**src/rtl/bc_stage_if_prefetch_if.sv**
```systemverilog
// Fetch-stage bus bundle: instruction-memory request/response channels,
// the redirect input and the decode-side valid/ready output.
interface bc_stage_if_prefetch_if #(
    parameter int ADDR_WIDTH  = 32,
    parameter int INSTR_WIDTH = 32
);
    logic [ADDR_WIDTH-1:0]  o_imem_raddr;
    logic                   o_imem_raddr_valid;
    logic                   i_imem_raddr_ready;
    logic [INSTR_WIDTH-1:0] i_imem_rdata;
    logic                   i_imem_rdata_valid;
    logic                   o_imem_rdata_ready;
    logic                   i_redirect;
    logic [ADDR_WIDTH-1:0]  i_redirect_pc;
    logic                   o_instr_valid;
    logic                   i_instr_ready;
    logic [INSTR_WIDTH-1:0] o_instr;
    logic [ADDR_WIDTH-1:0]  o_instr_pc;

    // The fetch stage is the master; memory and decode sit on the slave side.
    modport master (
        output o_imem_raddr, o_imem_raddr_valid, o_imem_rdata_ready,
        output o_instr_valid, o_instr, o_instr_pc,
        input  i_imem_raddr_ready, i_imem_rdata, i_imem_rdata_valid,
        input  i_redirect, i_redirect_pc, i_instr_ready
    );

    modport slave (
        input  o_imem_raddr, o_imem_raddr_valid, o_imem_rdata_ready,
        input  o_instr_valid, o_instr, o_instr_pc,
        output i_imem_raddr_ready, i_imem_rdata, i_imem_rdata_valid,
        output i_redirect, i_redirect_pc, i_instr_ready
    );
endinterface

```
**src/rtl/bc_stage_if_prefetch.sv**
```systemverilog
// Instruction-fetch stage: credit-limited sequential fetch into a show-ahead
// prefetch FIFO, with redirect that squashes buffered and in-flight work.
module bc_stage_if_prefetch #(
    parameter int                    ADDR_WIDTH  = 32,
    parameter int                    INSTR_WIDTH = 32,
    parameter int                    FIFO_DEPTH  = 4,
    parameter logic [ADDR_WIDTH-1:0] RESET_PC    = '0
) (
    input  logic                   i_clk,
    input  logic                   i_rstn,
    bc_stage_if_prefetch_if.master bus
);
    localparam int                    CW      = $clog2(FIFO_DEPTH + 1);
    localparam int                    PW      = $clog2(FIFO_DEPTH);
    localparam logic [ADDR_WIDTH-1:0] PC_STEP = ADDR_WIDTH'(INSTR_WIDTH / 8);
    localparam logic [CW:0]           DEPTH_W = (CW + 1)'(FIFO_DEPTH);

    logic [ADDR_WIDTH-1:0] fetch_pc_reg, fetch_pc_next;
    logic [ADDR_WIDTH-1:0] ret_pc_reg, ret_pc_next;
    logic [CW-1:0]         outstanding_reg, outstanding_next;
    logic [CW-1:0]         drop_reg, drop_next;
    logic [CW-1:0]         count_reg, count_next;
    logic [PW-1:0]         wr_ptr_reg, wr_ptr_next;
    logic [PW-1:0]         rd_ptr_reg, rd_ptr_next;

    logic [CW:0] credit_sum;
    logic        credit_ok;
    logic        req_valid;
    logic        issue;
    logic        rsp;
    logic        rsp_drop;
    logic        push;
    logic        pop;
    logic        fifo_empty;

    logic [INSTR_WIDTH-1:0] entry_instr [FIFO_DEPTH];
    logic [ADDR_WIDTH-1:0]  entry_pc    [FIFO_DEPTH];

    // Handshake qualification; one extra bit keeps the credit sum from wrapping.
    always_comb begin
        credit_sum = {1'b0, outstanding_reg} + {1'b0, count_reg};
        credit_ok  = credit_sum < DEPTH_W;
        req_valid  = i_rstn & ~bus.i_redirect & credit_ok;
        issue      = req_valid & bus.i_imem_raddr_ready;
        rsp        = bus.i_imem_rdata_valid & (outstanding_reg != '0);
        rsp_drop   = rsp & (drop_reg != '0);
        push       = rsp & ~rsp_drop & ~bus.i_redirect;
        fifo_empty = (count_reg == '0);
        pop        = ~fifo_empty & bus.i_instr_ready & ~bus.i_redirect;
    end

    always_comb begin
        outstanding_next = outstanding_reg + CW'(issue) - CW'(rsp);
        fetch_pc_next    = issue ? fetch_pc_reg + PC_STEP : fetch_pc_reg;
        ret_pc_next      = push ? ret_pc_reg + PC_STEP : ret_pc_reg;
        drop_next        = drop_reg - CW'(rsp_drop);
        count_next       = count_reg + CW'(push) - CW'(pop);
        wr_ptr_next      = wr_ptr_reg + PW'(push);
        rd_ptr_next      = rd_ptr_reg + PW'(pop);
        // Everything still in flight after this cycle's accounting becomes stale.
        if (bus.i_redirect) begin
            fetch_pc_next = bus.i_redirect_pc;
            ret_pc_next   = bus.i_redirect_pc;
            drop_next     = outstanding_next;
            count_next    = '0;
            wr_ptr_next   = '0;
            rd_ptr_next   = '0;
        end
    end

    always_ff @(posedge i_clk) begin
        if (!i_rstn) begin
            fetch_pc_reg    <= RESET_PC;
            ret_pc_reg      <= RESET_PC;
            outstanding_reg <= '0;
            drop_reg        <= '0;
            count_reg       <= '0;
            wr_ptr_reg      <= '0;
            rd_ptr_reg      <= '0;
        end else begin
            fetch_pc_reg    <= fetch_pc_next;
            ret_pc_reg      <= ret_pc_next;
            outstanding_reg <= outstanding_next;
            drop_reg        <= drop_next;
            count_reg       <= count_next;
            wr_ptr_reg      <= wr_ptr_next;
            rd_ptr_reg      <= rd_ptr_next;
        end
    end

    // Per-entry storage; the head is read combinationally for show-ahead output.
    genvar gi;
    generate
        for (gi = 0; gi < FIFO_DEPTH; gi++) begin : g_entry
            logic [INSTR_WIDTH-1:0] instr_reg;
            logic [ADDR_WIDTH-1:0]  pc_reg;

            always_ff @(posedge i_clk) begin
                if (push && (wr_ptr_reg == PW'(gi))) begin
                    instr_reg <= bus.i_imem_rdata;
                    pc_reg    <= ret_pc_reg;
                end
            end

            assign entry_instr[gi] = instr_reg;
            assign entry_pc[gi]    = pc_reg;
        end
    endgenerate

    assign bus.o_imem_raddr       = fetch_pc_reg;
    assign bus.o_imem_raddr_valid = req_valid;
    assign bus.o_imem_rdata_ready = 1'b1;
    assign bus.o_instr_valid      = ~fifo_empty;
    assign bus.o_instr            = entry_instr[rd_ptr_reg];
    assign bus.o_instr_pc         = entry_pc[rd_ptr_reg];

    // A response with nothing outstanding is a memory-side protocol violation.
    always_ff @(posedge i_clk) begin
        if (i_rstn && bus.i_imem_rdata_valid) begin
            a_rsp_has_credit: assert (outstanding_reg != '0);
        end
    end
endmodule
```
**src/flat_wrapper.sv**
```systemverilog
// flat-port wrapper written by rule: the top's interface ports become plain ports
module bc_stage_if_prefetch_flat 
#(
    parameter int                    ADDR_WIDTH  = 32,
    parameter int                    INSTR_WIDTH = 32,
    parameter int                    FIFO_DEPTH  = 4,
    parameter logic [ADDR_WIDTH-1:0] RESET_PC    = '0
)
  (i_clk, i_rstn, bus_o_imem_raddr, bus_o_imem_raddr_valid, bus_o_imem_rdata_ready, bus_o_instr_valid, bus_o_instr, bus_o_instr_pc, bus_i_imem_raddr_ready, bus_i_imem_rdata, bus_i_imem_rdata_valid, bus_i_redirect, bus_i_redirect_pc, bus_i_instr_ready);
  bc_stage_if_prefetch_if #(.ADDR_WIDTH(ADDR_WIDTH), .INSTR_WIDTH(INSTR_WIDTH)) bus_i ();
  input  logic i_clk;
  input  logic i_rstn;
  output wire logic [$bits(bus_i.o_imem_raddr)-1:0] bus_o_imem_raddr;
  output wire logic [$bits(bus_i.o_imem_raddr_valid)-1:0] bus_o_imem_raddr_valid;
  output wire logic [$bits(bus_i.o_imem_rdata_ready)-1:0] bus_o_imem_rdata_ready;
  output wire logic [$bits(bus_i.o_instr_valid)-1:0] bus_o_instr_valid;
  output wire logic [$bits(bus_i.o_instr)-1:0] bus_o_instr;
  output wire logic [$bits(bus_i.o_instr_pc)-1:0] bus_o_instr_pc;
  input wire logic [$bits(bus_i.i_imem_raddr_ready)-1:0] bus_i_imem_raddr_ready;
  input wire logic [$bits(bus_i.i_imem_rdata)-1:0] bus_i_imem_rdata;
  input wire logic [$bits(bus_i.i_imem_rdata_valid)-1:0] bus_i_imem_rdata_valid;
  input wire logic [$bits(bus_i.i_redirect)-1:0] bus_i_redirect;
  input wire logic [$bits(bus_i.i_redirect_pc)-1:0] bus_i_redirect_pc;
  input wire logic [$bits(bus_i.i_instr_ready)-1:0] bus_i_instr_ready;
  assign bus_o_imem_raddr = bus_i.o_imem_raddr;
  assign bus_o_imem_raddr_valid = bus_i.o_imem_raddr_valid;
  assign bus_o_imem_rdata_ready = bus_i.o_imem_rdata_ready;
  assign bus_o_instr_valid = bus_i.o_instr_valid;
  assign bus_o_instr = bus_i.o_instr;
  assign bus_o_instr_pc = bus_i.o_instr_pc;
  assign bus_i.i_imem_raddr_ready = bus_i_imem_raddr_ready;
  assign bus_i.i_imem_rdata = bus_i_imem_rdata;
  assign bus_i.i_imem_rdata_valid = bus_i_imem_rdata_valid;
  assign bus_i.i_redirect = bus_i_redirect;
  assign bus_i.i_redirect_pc = bus_i_redirect_pc;
  assign bus_i.i_instr_ready = bus_i_instr_ready;
  bc_stage_if_prefetch #(.ADDR_WIDTH(ADDR_WIDTH), .INSTR_WIDTH(INSTR_WIDTH), .FIFO_DEPTH(FIFO_DEPTH), .RESET_PC(RESET_PC)) u_core (.i_clk(i_clk), .i_rstn(i_rstn), .bus(bus_i));
endmodule
```
**config.mk**
```make
export PLATFORM = sky130hd
export DESIGN_NAME = bc_stage_if_prefetch_flat
export DESIGN_NICKNAME = d
export VERILOG_FILES = /design/src/rtl/bc_stage_if_prefetch_if.sv /design/src/rtl/bc_stage_if_prefetch.sv /design/src/flat_wrapper.sv
export SDC_FILE = /design/constraint.sdc
export NUM_CORES = 1
export LEC_CHECK = 0
export ABC_CLOCK_PERIOD_IN_PS = 12000
export CAP_MARGIN = 10
export CORE_MARGIN = 2
export CORE_UTILIZATION = 40
export DETAILED_ROUTE_END_ITERATION = 16
export SLEW_MARGIN = 20
export SYNTH_ARGS = -nofsm -noshare
export SYNTH_HDL_FRONTEND = slang
export SYNTH_SLANG_ARGS = --single-unit
```
**constraint.sdc**
```tcl
create_clock -name i_clk -period 12 [get_ports i_clk]
set_clock_uncertainty 0.15 [all_clocks]
set_input_delay 1.8 -clock i_clk [delete_from_list [all_inputs] [get_ports i_clk]]
set_output_delay 1.8 -clock i_clk [all_outputs]
set_load 0.02 [all_outputs]
```
==> results of run 1 <==
## metal layers
layer	share of wire	up-vias	track usage	wire length [µm]
li1	-	3643	-	-
met1	0.46	3979	0.2502	13850
met2	0.45	274	0.2642	13550
met4	0.021	0	0.04701	631
met3	0.059	43	0.03058	1757
met5	0	-	0	0
## area by class of cell
cell class | count | area (µm²) | share of cell area
repair buffers | 176 | 1743 | 0.1046
multi-input cells | 443 | 3956 | 0.2373
inverters | 17 | 63.81 | 0.003828
flip-flops and latches | 333 | 9236 | 0.5541
clock buffers | 46 | 1001 | 0.06005
well taps | 448 | 560.5 | 0.03363
clock inverters | 16 | 108.9 | 0.006530
## path summary, 6_finish.rpt
| kind | startpoint | endpoint | slack (ps) | cells past startpoint |
|---|---|---|---|---|
| setup / recovery | i_rstn | bus_o_imem_raddr_valid | 6120 | 5 |
| hold / removal | u_core.bus.o_imem_raddr[1] | u_core.bus.o_imem_raddr[1] | 300 | 2 |
| setup reg to reg | u_core.outstanding_reg[1] | u_core.drop_reg[2] | 8770 | 11 |
| hold reg to reg | u_core.bus.o_imem_raddr[1] | u_core.bus.o_imem_raddr[1] | 300 | 2 |
## through the flow
stage          hold WS (ps)  setup slack (ps)  utilization  cell area (µm²)
2_1_floorplan         310.0              2290            -            13410
6_report              301.8              6119       0.5009            16670
3_3_place_gp          295.8              6110       0.4674            15560
5_1_grt               333.0              5971       0.5009            16670
4_1_cts               308.1              6068       0.5008            16670
3_5_place_dp          300.4              6082       0.4674            15560
## cell families (layout without fill, tap and decap cells)
group / Yosys count / after routing / synth area share
XOR/XNOR: 42 / 42 / 0.02744
other: 1 / 1 / 0.0002797
AO/OA/AOI/OAI: 120 / 120 / 0.05348
adder cells (fa/ha/maj): 14 / 14 / 0.01419
buffers and inverters: 57 / 255 / 0.01829
multiplexers: 68 / 68 / 0.1108
AND/OR/NAND/NOR: 198 / 198 / 0.08708
flip-flops: 333 / 333 / 0.6884
## critical path: stages
cell and delay, ps:
clkdlybuf4s50_1 450, buf_4 280, nand2_1 350, nor3b_1 380, clkdlybuf4s50_1 660
## synthesized netlist by cell type, drive strengths merged (2+ instances only)
cell type / count
a211oi: 3
a21boi: 2
a21oi: 48
a31oi: 5
a32oi: 2
and2: 7
and3: 11
and4: 12
buf: 15
clkbuf: 25
dfxtp: 77
edfxtp: 256
fa: 2
ha: 12
inv: 16
mux2: 3
mux4: 64
nand2: 54
nand3: 28
nand4: 16
nor2: 21
nor2b: 2
nor3: 15
nor3b: 3
nor4: 18
o211ai: 6
o21ai: 38
o311ai: 5
or3: 5
or4: 3
xnor2: 33
xor2: 9
## power by group through the flow
stage	clock network (mW)	logic, mW	registers, mW
6_report	1.04	0.278	1.34
5_1_grt	1.12	0.305	1.34
4_1_cts	1.07	0.283	1.34
3_5_place_dp	0	0.282	1.36
3_3_place_gp	0	0.280	1.36
2_1_floorplan	0	0.151	1.36
==> summary.md, run 1 <==
| Metric | Value |
|---|---|
| Die extent in y | 187.1 µm |
| Total number of nets in the final design | 1090 |
| Number of global-route vias before repair | 8105 |
| Fraction of registers with async set/reset | 0 |
| Endpoint type of the worst setup path | primary output |
| Final wirelength | 29.79 mm |
| Number of optimization iterations in the first detailed-route pass | 5 |
| Largest cells by area after synthesis | edfxtp_1 57%, dfxtp_1 11%, mux4_2 11%, xnor2_1 2.2%, a21oi_1 1.8% |
| Relative slew slack | 0.2902 |
| Number of max-cap violations | 0 |
| Number of cells produced by synthesis | 833 |
| Effective utilization at floorplan | 0.4028 |
| Post-CTS setup buffer count | 0 |
| Total die area | 34990 µm² |
| Number of placement rows | 67 |
| Post-detailed-placement half-perimeter wirelength | 17.86 mm |
| Dominant register cell in the synthesized netlist | edfxtp_1 |
| Maximum fanout along the worst path | 32 |
| Static leakage | 5.259 nW |
| Number of nets with antenna violations after detailed routing | 0 |
| Final min period | 5881 ps |
| Total inserted antenna cells | 0 |
| Most area-hungry cell type in the Yosys netlist | edfxtp_1 |
| Worst hold path class | reg -> reg |
| H-tree lvl count | 2 |
| First-pass GRT wire length | 46.86 mm |
| Violation count after the first detailed-route iteration | 533 |
| Share of the clock period used by the worst path | 0.4901 |
| Net switching power of the design | 0.6189 mW |
| Kind of start point of the critical path | primary input |
| CTS buffer count | 35 |
| Cell-internal power | 2.035 mW |
| Synth-to-layout area growth | 24.35% |
| Routed WL per cell | 20.14 µm |
| Pin count of the biggest net entering global routing | 72 |
| Number of enable flip-flop cells after synthesis | 256 |
| Status | finished clean |
| Post-layout power | 2.654 mW |
| Warnings from Yosys | 0 |
| Flop pwr share | 0.504 |
| Final Non-Filler Cells | 1479 |
| Slew @ Worst Pin | 1065 ps |
| Synthesized netlist net count | 917 |
| Post-route DRC | 0 |
| Total number of vias | 7939 |
| Arrival @ worst endpoint | 3930 ps |
| Fraction of final layout cells with drive strength greater than 1 | 0.1523 |
| Number of failing setup endpoints in the final timing report | 0 |
| Initial antenna violation count | 0 |
| Area of the placeable core | 33280 µm² |
| Clock Sinks | 333 |
| Number of gates resized after cts | 0 |
| Width of the die | 187.1 µm |
| Top-area cell type share of the netlist area | 0.5735 |
| Vias per inst | 5.368 |
| Endpoints failing hold | 0 |
| Clock network power share | 0.391 |
| Final GP Congestion | 0.8438 |
| Number of cells after detailed placement | 1417 |
| Power density over the cells | 159.2 nW/µm² |
| Library cells used by synthesis | 62 |
| RSZ-0062 raised after global routing | no |
| Post-synthesis sequential element count | 333 |
| Leading cell type in the layout, fill and taps excluded | edfxtp_1 |
| Crit Path Category | in -> out |
| Clock insertion delay at the later pin of the skew report | 510 ps |
| Fmax | 170.0 MHz |
| Number of filler instances in the final layout | 2880 |
| Netlist Area Pre-Place | 13410 µm² |
| Sequential fraction of the synthesis area | 0.6884 |
| Count of final max-slew check failures | 0 |
| Gate power share | 0.105 |
| Clock transition at the register clock pins on the worst setup and hold paths after CTS | 60 ps |
| Synthesized area divided by synthesized cell count | 16.09 µm² |
| Largest buffer count on any clock path | 3 |
| Count of buffers inserted at the top-level ports | 167 |
| Switching part of the total power | 0.2332 |
| GR Overflow Total | 0 |
| # hold bufs at CTS | 0 |
| Setup TNS Final | 0 ps |
| Gr usage total | 0.1711 |
| Peak VDD IR | 0.07509 mV |
| Number of top-level pins | 169 |
| Clock tree from TritonCTS | built |
| Commonest non-fill, non-tap cells in the layout | 256 x edfxtp_1, 167 x clkdlybuf4s50_1, 75 x dfxtp_1 |
| Library cell used as clock root buffer | clkbuf_16 |
| Data required time of the critical path | 10050 ps |
Note: power is estimated with default switching activity, not from simulation.
==> run 2, diff against run 1 <==
ABC_CLOCK_PERIOD_IN_PS = 5400   (was 12000)
clock period = 5.4 ns   (was 12 ns; I/O delays follow)
==> run 2 against run 1 <==
  * Register-to-register slack worse by 6700 ps
  * First-iteration DRC count is 5.1% higher
  * Sequential power is 120% higher
  * Flip-flop and latch count is the same
  * Via count shrank 0.67%
  * Core utilization up 0.34 points
  * Largest power group unchanged
==> summary.md, run 2 (same netlist as run 1, synthesis figures left out) <==
| Metric | Value |
|---|---|
| Final GP Congestion | 0.8337 (was 0.8438) |
| Status | finished clean (unchanged) |
| Vias per inst | 5.328 (was 5.368) |
| Fmax | 253.4 MHz |
| Number of global-route vias before repair | 8059 (was 8105) |
| Leading cell type in the layout, fill and taps excluded | edfxtp_1 (unchanged) |
| Endpoint type of the worst setup path | primary output (unchanged) |
| Power density over the cells | 359.3 nW/µm² (was 159.2 nW/µm²) |
| Final Non-Filler Cells | 1480 (was 1479) |
| Number of top-level pins | 169 (unchanged) |
| Number of nets with antenna violations after detailed routing | 0 (unchanged) |
| Clock tree from TritonCTS | built (unchanged) |
| Setup TNS Final | 0 ps (unchanged) |
| Post-CTS setup buffer count | 0 (unchanged) |
| Critical path, cell by cell | clkdlybuf4s50_1, inv_2, nand2_1, nor3b_1, clkdlybuf4s50_1 (was clkdlybuf4s50_1, buf_4, nand2_1, nor3b_1, clkdlybuf4s50_1) |
| Critical path startpoint | bus_i_redirect (was i_rstn) |
| Number of failing setup endpoints in the final timing report | 0 (unchanged) |
| Worst hold path class | reg -> reg (unchanged) |
| Area of the placeable core | 33280 µm² (unchanged) |
| Final wirelength | 29.64 mm (was 29.79 mm) |
| Static leakage | 5.302 nW (was 5.259 nW) |
| Synth-to-layout area growth | 25.20% (was 24.35%) |
| Share of the clock period used by the worst path | 0.7307 |
| Clock insertion delay at the later pin of the skew report | 510 ps (about the same) |
| Effective utilization at floorplan | 0.4028 (unchanged) |
| First-pass GRT wire length | 46.56 mm (was 46.86 mm) |
| Post-detailed-placement half-perimeter wirelength | 17.76 mm (was 17.86 mm) |
| Final cell utilization of the core | 0.5043 (was 0.5009) |
| Total number of vias | 7886 (was 7939) |
| Peak VDD IR | 0.1632 mV (was 0.07509 mV) |
| Width of the die | 187.1 µm (unchanged) |
| # hold bufs at CTS | 0 (unchanged) |
| Data required time of the critical path | 4440 ps (was 10050 ps) |
| Hold Crit Start | u_core.bus.o_imem_raddr[1] (unchanged) |
| GR Overflow Total | 0 (unchanged) |
| Post-layout power | 6.031 mW (was 2.654 mW) |
| Final min period | 3946 ps |
| Number of max-cap violations | 0 (unchanged) |
| Number of optimization iterations in the first detailed-route pass | 6 (was 5) |
| Number of cells after detailed placement | 1417 (unchanged) |
| Endpoints failing hold | 0 (unchanged) |
| Total number of nets in the final design | 1091 (was 1090) |
| Count of final max-slew check failures | 0 (unchanged) |
| Number of gates resized after cts | 0 (unchanged) |
| Setup ws final | 1454 ps (was 6119 ps) |
| Largest buffer count on any clock path | 3 (unchanged) |
| Slew @ Worst Pin | 1050 ps (was 1065 ps) |
| Kind of cell with the highest combined delay on the critical path | buffers and inverters (unchanged) |
| Gr usage total | 0.1708 (was 0.1711) |
| Kind of start point of the critical path | primary input (unchanged) |
| Most used cell, CP | clkdlybuf4s50_1 (unchanged) |
| Die extent in y | 187.1 µm (unchanged) |
| Initial antenna violation count | 0 (unchanged) |
| Fraction of final layout cells with drive strength greater than 1 | 0.1541 (was 0.1523) |
| Placement Setup Slack | 1338 ps (was 6082 ps) |
| Clock transition at the register clock pins on the worst setup and hold paths after CTS | 60 ps (about the same) |
| Maximum fanout along the worst path | 13 (was 32) |
| Commonest non-fill, non-tap cells in the layout | 256 x edfxtp_1, 167 x clkdlybuf4s50_1, 75 x dfxtp_1 (unchanged) |
| Post-route DRC | 0 (unchanged) |
| Total die area | 34990 µm² (unchanged) |
| Worst hold slack | 320.9 ps (was 301.8 ps) |
| Final instance area | 16780 µm² (was 16670 µm²) |
| H-tree lvl count | 2 (unchanged) |
| Stage delay of the slowest cell on the critical path | 710 ps (was 660 ps) |
| Clock Sinks | 333 (unchanged) |
| Total placed instance area | 15610 µm² (was 15560 µm²) |
| Relative slew slack | 0.2999 (was 0.2902) |
| Count of buffers inserted at the top-level ports | 167 (unchanged) |
| Library cell used as clock root buffer | clkbuf_16 (unchanged) |
| Number of filler instances in the final layout | 2819 (was 2880) |
| Crit Path Category | in -> out (unchanged) |
| Buffering stage count on the worst path with inverters included | 3 (unchanged) |
| Number of placement rows | 67 (unchanged) |
| Slowest cell on the critical path | clkdlybuf4s50_1 (unchanged) |
| RSZ-0062 raised after global routing | no (unchanged) |
| Total inserted antenna cells | 0 (unchanged) |
| Violation count after the first detailed-route iteration | 560 (was 533) |
| Routed WL per cell | 20.03 µm (was 20.14 µm) |
| Arrival @ worst endpoint | 2990 ps (was 3930 ps) |
| CTS buffer count | 36 (was 35) |
| Pin count of the biggest net entering global routing | 72 (unchanged) |
| Startpoint of the lowest-slack register-to-register path | u_core.outstanding_reg[1] (unchanged) |
==> run 2: cell count changes in the layout (fill, tap and decap cells not counted), sizes merged <==
cell      delta
bufinv       +3
clkinv       -1
clkinvlp     -1
==> run 2: final timing paths <==
| check | end | slack [ps] | cells past startpoint |
|---|---|---|---|
| setup / recovery | bus_o_imem_raddr_valid | 1450 | 5 |
| hold / removal | u_core.bus.o_imem_raddr[1] | 320 | 2 |
| setup reg to reg | u_core.drop_reg[2] | 2110 | 11 |
| hold reg to reg | u_core.bus.o_imem_raddr[1] | 320 | 2 |
==> run 2: layout make-up <==
cell class / count / area [µm²] / share of cell area
Clock buffer: 46 / 979.7 / 0.05837
Clock inverter: 17 / 192.7 / 0.01148
Inverter: 17 / 63.81 / 0.003802
Multi-Input combinational cell: 443 / 3974 / 0.2368
Sequential cell: 333 / 9236 / 0.5503
Tap cell: 448 / 560.5 / 0.03340
Timing Repair Buffer: 176 / 1777 / 0.1059
==> run 2: worst reg2reg max path, stage by stage, from the launching register on <==
cell and delay [ps]:
dfxtp_1 440, ha_1 280, a311oi_2 380, nand2_1 100, buf_4 250, inv_1 450
ha_1 240, inv_1 50, fa_1 370, and2_1 150, nor3_1 200, a2bb2oi_1 160
==> run 2: layer usage <==
metal | wire (µm) | track usage | share of wire
met3 | 1796 | 0.03696 | 0.061
met5 | 0 | 0 | 0
met4 | 462 | 0.03938 | 0.016
met2 | 13380 | 0.2619 | 0.45
met1 | 14000 | 0.2502 | 0.47
==> run 2: power breakdown <==
group,internal (mW),total [mW],switching (mW),leakage [nW]
registers,2.88,2.97,0.0948,2.96
clock network,1.47,2.43,0.958,0.582
logic,0.294,0.626,0.332,1.76
==> run 3, diff against run 2 <==
ABC_CLOCK_PERIOD_IN_PS = 3650   (was 5400)
clock period = 3.65 ns   (was 5.4 ns; I/O delays follow)
==> run 3 against run 2 <==
  * Die area unchanged
  * Sequential power up 48%
  * Non-clock buffer count up 13
  * Via count about the same
  * Clock power up 45%
  * Critical path depth down 2
  * Critical endpoint is now bus_o_instr_pc[20]
  * Largest power group unchanged
==> summary.md, run 3 (same netlist as run 1, synthesis figures left out) <==
| Metric | Value |
|---|---|
| Number of max-cap violations | 0 (unchanged) |
| Largest buffer count on any clock path | 3 (unchanged) |
| Width of the die | 187.1 µm (unchanged) |
| Final cell utilization of the core | 0.5077 (was 0.5043) |
| Hold path depth | 2 (unchanged) |
| Post-layout power | 8.856 mW (was 6.031 mW) |
| Arrival @ worst endpoint | 2610 ps (was 2990 ps) |
| Critical path, cell by cell | buf_12, mux4_2, clkdlybuf4s50_1 (was clkdlybuf4s50_1, inv_2, nand2_1, nor3b_1, clkdlybuf4s50_1) |
| Fraction of final layout cells with drive strength greater than 1 | 0.1574 (was 0.1541) |
| Clock Sinks | 333 (unchanged) |
| Post-route DRC | 0 (unchanged) |
| Clock transition at the register clock pins on the worst setup and hold paths after CTS | 60 ps (about the same) |
| Post-detailed-placement half-perimeter wirelength | 18.99 mm (was 17.76 mm) |
| Area of the placeable core | 33280 µm² (unchanged) |
| Data required time of the critical path | 2950 ps (was 4440 ps) |
| Setup TNS Final | 0 ps (unchanged) |
| Synth-to-layout area growth | 26.03% (was 25.20%) |
| Number of nets with antenna violations after detailed routing | 0 (unchanged) |
| Critical register-to-register path endpoint | u_core.drop_reg[2] (unchanged) |
| Initial antenna violation count | 1 (was 0) |
| Commonest non-fill, non-tap cells in the layout | 256 x edfxtp_1, 167 x clkdlybuf4s50_1, 75 x dfxtp_1 (unchanged) |
| Fmax | 302.8 MHz |
| Total inserted antenna cells | 0 (unchanged) |
| First-pass GRT wire length | 46.21 mm (was 46.56 mm) |
| Stage delay of the slowest cell on the critical path | 620 ps (was 710 ps) |
| GR Overflow Total | 0 (unchanged) |
| Count of buffers inserted at the top-level ports | 167 (unchanged) |
| Hold Crit Start | u_core.bus.o_imem_raddr[1] (unchanged) |
| Vias per inst | 5.269 (was 5.328) |
| Depth of the worst register-to-register path | 10 (was 11) |
| R2R setup slack | 1170 ps (was 2110 ps) |
| Peak VDD IR | 0.2650 mV (was 0.1632 mV) |
| Power density over the cells | 524.2 nW/µm² (was 359.3 nW/µm²) |
| Number of filler instances in the final layout | 2812 (was 2819) |
| # hold bufs at CTS | 0 (unchanged) |
| Final wirelength | 29.43 mm (was 29.64 mm) |
| CTS buffer count | 36 (unchanged) |
| H-tree lvl count | 2 (unchanged) |
| Worst Hold End | u_core.bus.o_imem_raddr[1] (unchanged) |
| Clock insertion delay at the later pin of the skew report | 520 ps (was 510 ps) |
| Die extent in y | 187.1 µm (unchanged) |
| Number of global-route vias before repair | 7977 (was 8059) |
| Final min period | 3303 ps |
| Worst hold path class | reg -> reg (unchanged) |
| Number of optimization iterations in the first detailed-route pass | 5 (was 6) |
| Startpoint of the lowest-slack register-to-register path | u_core.outstanding_reg[1] (unchanged) |
| Count of final max-slew check failures | 0 (unchanged) |
| Slowest cell on the critical path | dfxtp_4 (was clkdlybuf4s50_1) |
| Total die area | 34990 µm² (unchanged) |
| Effective utilization at floorplan | 0.4028 (unchanged) |
| Gr usage total | 0.1686 (was 0.1708) |
| Total number of nets in the final design | 1104 (was 1091) |
| Violation count after the first detailed-route iteration | 516 (was 560) |
| RSZ-0062 raised after global routing | no (unchanged) |
| Number of gates resized after cts | 0 (unchanged) |
| Maximum fanout along the worst path | 23 (was 13) |
| Kind of start point of the critical path | flop (was primary input) |
| Share of the clock period used by the worst path | 0.9049 |
| Clock tree from TritonCTS | built (unchanged) |
| Library cell used as clock root buffer | clkbuf_16 (unchanged) |
| Number of top-level pins | 169 (unchanged) |
| Post-CTS setup buffer count | 0 (unchanged) |
| Total number of vias | 7882 (was 7886) |
| Static leakage | 5.351 nW (was 5.302 nW) |
| Relative slew slack | 0.5755 (was 0.2999) |
| Leading cell type in the layout, fill and taps excluded | edfxtp_1 (unchanged) |
| Number of placement rows | 67 (unchanged) |
| Number of failing setup endpoints in the final timing report | 0 (unchanged) |
| Crit Path Category | reg -> out (was in -> out) |
| Final GP Congestion | 0.8401 (was 0.8337) |
| Endpoints failing hold | 0 (unchanged) |
| Status | finished clean (unchanged) |
| Endpoint type of the worst setup path | primary output (unchanged) |
| Pin count of the biggest net entering global routing | 63 (was 72) |
| Slew @ Worst Pin | 634.4 ps (was 1050 ps) |
| Routed WL per cell | 19.67 µm (was 20.03 µm) |
[run 3: cell count changes in the layout (fill, tap and decap cells not counted)]
cell        before  now
buf_12           3    7
clkinvlp_4       0    1
clkbuf_1         7   15
nand2_2          1    0
clkinv_2         9    3
clkinv_8         1    0
clkbuf_8         2    0
nand2_4          0    1
bufinv_16        4    3
buf_4            6   15
clkinv_1         3    5
inv_6            0    2
[run 3: how the worst max path moves through the flow]
stage                                           endpoint  cells after the start                       from  slack [ps]
final                                 bus_o_instr_pc[20]                      3       u_core.rd_ptr_reg[0]         350
after global routing              bus_o_imem_raddr_valid                      4  u_core.outstanding_reg[1]         230
after CTS                             bus_o_instr_pc[30]                      3       u_core.rd_ptr_reg[0]         300
after detailed placement          bus_o_imem_raddr_valid                      5             bus_i_redirect         540
after global placement            bus_o_imem_raddr_valid                      5             bus_i_redirect         570
after floorplan           u_core.g_entry[1].instr_reg[0]                      3             bus_i_redirect          10
[run 3: through the flow]
step | hold WS, ps | std cells | worst slack, ps | cell area [µm²]
after global routing | 354.3 | 1496 | 227.0 | 16900
after global placement | 299.7 | 1430 | 568.1 | 15760
after detailed placement | 310.5 | 1430 | 538.6 | 15760
final | 319.4 | 1496 | 347.0 | 16900
after CTS | 321.9 | 1496 | 297.7 | 16900
after floorplan | 310.0 | 833 | 10.42 | 13450
[run 3: layout make-up]
cell class	count	area, µm²	area share
Clock buffer	52	982.2	0.05814
Clock inverter	14	148.9	0.008813
Inverter	17	63.81	0.003777
Multi-Input combinational cell	443	3979	0.2355
Sequential cell	333	9236	0.5467
Tap cell	448	560.5	0.03318
Timing Repair Buffer	189	1924	0.1139
[run 3: power by group]
group	internal (mW)	switching (mW)	leakage, nW	total [mW]
Sequential	4.26	0.139	2.96	4.39
Clock	2.09	1.43	0.545	3.52
Combinational	0.444	0.494	1.84	0.938
[run 3: worst max-delay path: cells and delay by family, from the launching register on]
kind | cells | cell delay, ps
flops | 1 | 620
mux | 1 | 540
buf+inv | 2 | 890
[run 3: routing by layer]
metal,wire (µm),track usage
met5,0,0
met4,517,0.04731
met3,1973,0.03433
met2,13400,0.2602
met1,13530,0.2437
==> edit (config.mk and constraints of run 2) <==
`FIFO_DEPTH` is set to 4 in 2 places; all go to 8.
--- a/src/rtl/bc_stage_if_prefetch.sv
+++ b/src/rtl/bc_stage_if_prefetch.sv
@@ -3,7 +3,7 @@
 module bc_stage_if_prefetch #(
     parameter int                    ADDR_WIDTH  = 32,
     parameter int                    INSTR_WIDTH = 32,
-    parameter int                    FIFO_DEPTH  = 4,
+    parameter int                    FIFO_DEPTH  = 8,
     parameter logic [ADDR_WIDTH-1:0] RESET_PC    = '0
 ) (
     input  logic                   i_clk,
--- a/src/flat_wrapper.sv
+++ b/src/flat_wrapper.sv
@@ -3,7 +3,7 @@
 #(
     parameter int                    ADDR_WIDTH  = 32,
     parameter int                    INSTR_WIDTH = 32,
-    parameter int                    FIFO_DEPTH  = 4,
+    parameter int                    FIFO_DEPTH  = 8,
     parameter logic [ADDR_WIDTH-1:0] RESET_PC    = '0
 )
   (i_clk, i_rstn, bus_o_imem_raddr, bus_o_imem_raddr_valid, bus_o_imem_rdata_ready, bus_o_instr_valid, bus_o_instr, bus_o_instr_pc, bus_i_imem_raddr_ready, bus_i_imem_rdata, bus_i_imem_rdata_valid, bus_i_redirect, bus_i_redirect_pc, bus_i_instr_ready);
Check against the original RTL: no difference found for any inputs over 4 cycles, from zero or initial values and one cycle with i_rstn low; that may be too few to reach the edited logic, so the function may still have changed.
==> edit against run 2 <==
Worst setup slack got worse by 0.28 ns; total power rose by 70%; sequential cell count rose by 261; routed wire length rose by 78%; cell area rose by 70%; first-iteration DRC count rose by 50%; area after synthesis rose by 77%; critical path depth fell by 1; critical endpoint is now bus_o_instr[26].
==> edit: results (changes against run 2) <==
metric,value,unit,change
Area after DPL,0.0266,mm2,+70%
pin count of the biggest net entering global routing,78,,+8.3%
VDD IR max,0.000229,V,+40%
Vias per Instance,5.39,,+1.2%
reg2reg end,u_core.g_entry[5].pc_reg[26],,
outcome,completed,,
met1 usage,24.1,%,-0.96 points
Critical Path AT,3.27,ns,+0.28 ns
Reg power frac,51.2,%,+1.9 points
clk_lat worst skew,0.61,ns,+0.10 ns
GR Util All Layers,17.5,%,+0.40 points
reg2reg start,u_core.outstanding_reg[2],,
Switch Pwr,2310,uW,+67%
drt wl/cell,22.6,um,+13%
Critical Path Max Stage Delay,0.84,ns,+0.13 ns
1st-iter DRT viols,839,,+50%
top post-synthesis cells by area,"edfxtp_1, mux4_2, dfxtp_1",,
cell count after synthesis,1310,,+57%
M1 WL,23700,um,+69%
combinational power,905,uW,+45%
critical path's slowest cell,dfxtp_4,,
R2R setup slack,2.00,ns,-0.11 ns
worst-margin pin slew,0.869,ns,-0.182 ns
met3 Resource Use GR,3.57,%,-0.13 points
"Cell Count, Final, Fillers Out",2327,,+57%
XOR/XNOR Fraction of Synth Area,1.44,%,-1.3 points
[edit: cell count changes in the layout (fill, tap and decap cells not counted), sizes merged, moves of 9 or more]
cell    delta
edfxtp   +256
mux2      +61
ha         +9
and4       -9
mux4      +64
clkinv    +11
inv       +10
clkbuf    +33
nor2       +9
buf       +23
[edit: cell families (layout without fill, tap and decap cells)]
kind of cell | after synthesis | after routing
DFF | 594 | 594
adders and majority gates | 23 | 23
buffers and inverters | 95 | 339
muxes | 195 | 195
and+or+nand+nor | 230 | 230
xor gates and xnor gates | 39 | 39
other | 1 | 1
AOI/OAI and AO/OA | 133 | 133
[edit: per-stage QoR]
step	setup slack (ns)	power (uW)
detailed placement	1.53	6260
finish	1.17	10200
global route	0.957	10600
floorplan	0.502	5850
CTS	1.04	10400
global placement	1.55	6240
[edit: cell type report]
class	count	area, um2
Multi-Input combinational cell	621	6400
Inverter	28	105
Timing Repair Buffer	199	2100
Clock inverter	33	300
Tap cell	773	967
Clock buffer	79	1660
Fill cell	4893	30200
Sequential cell	594	17000
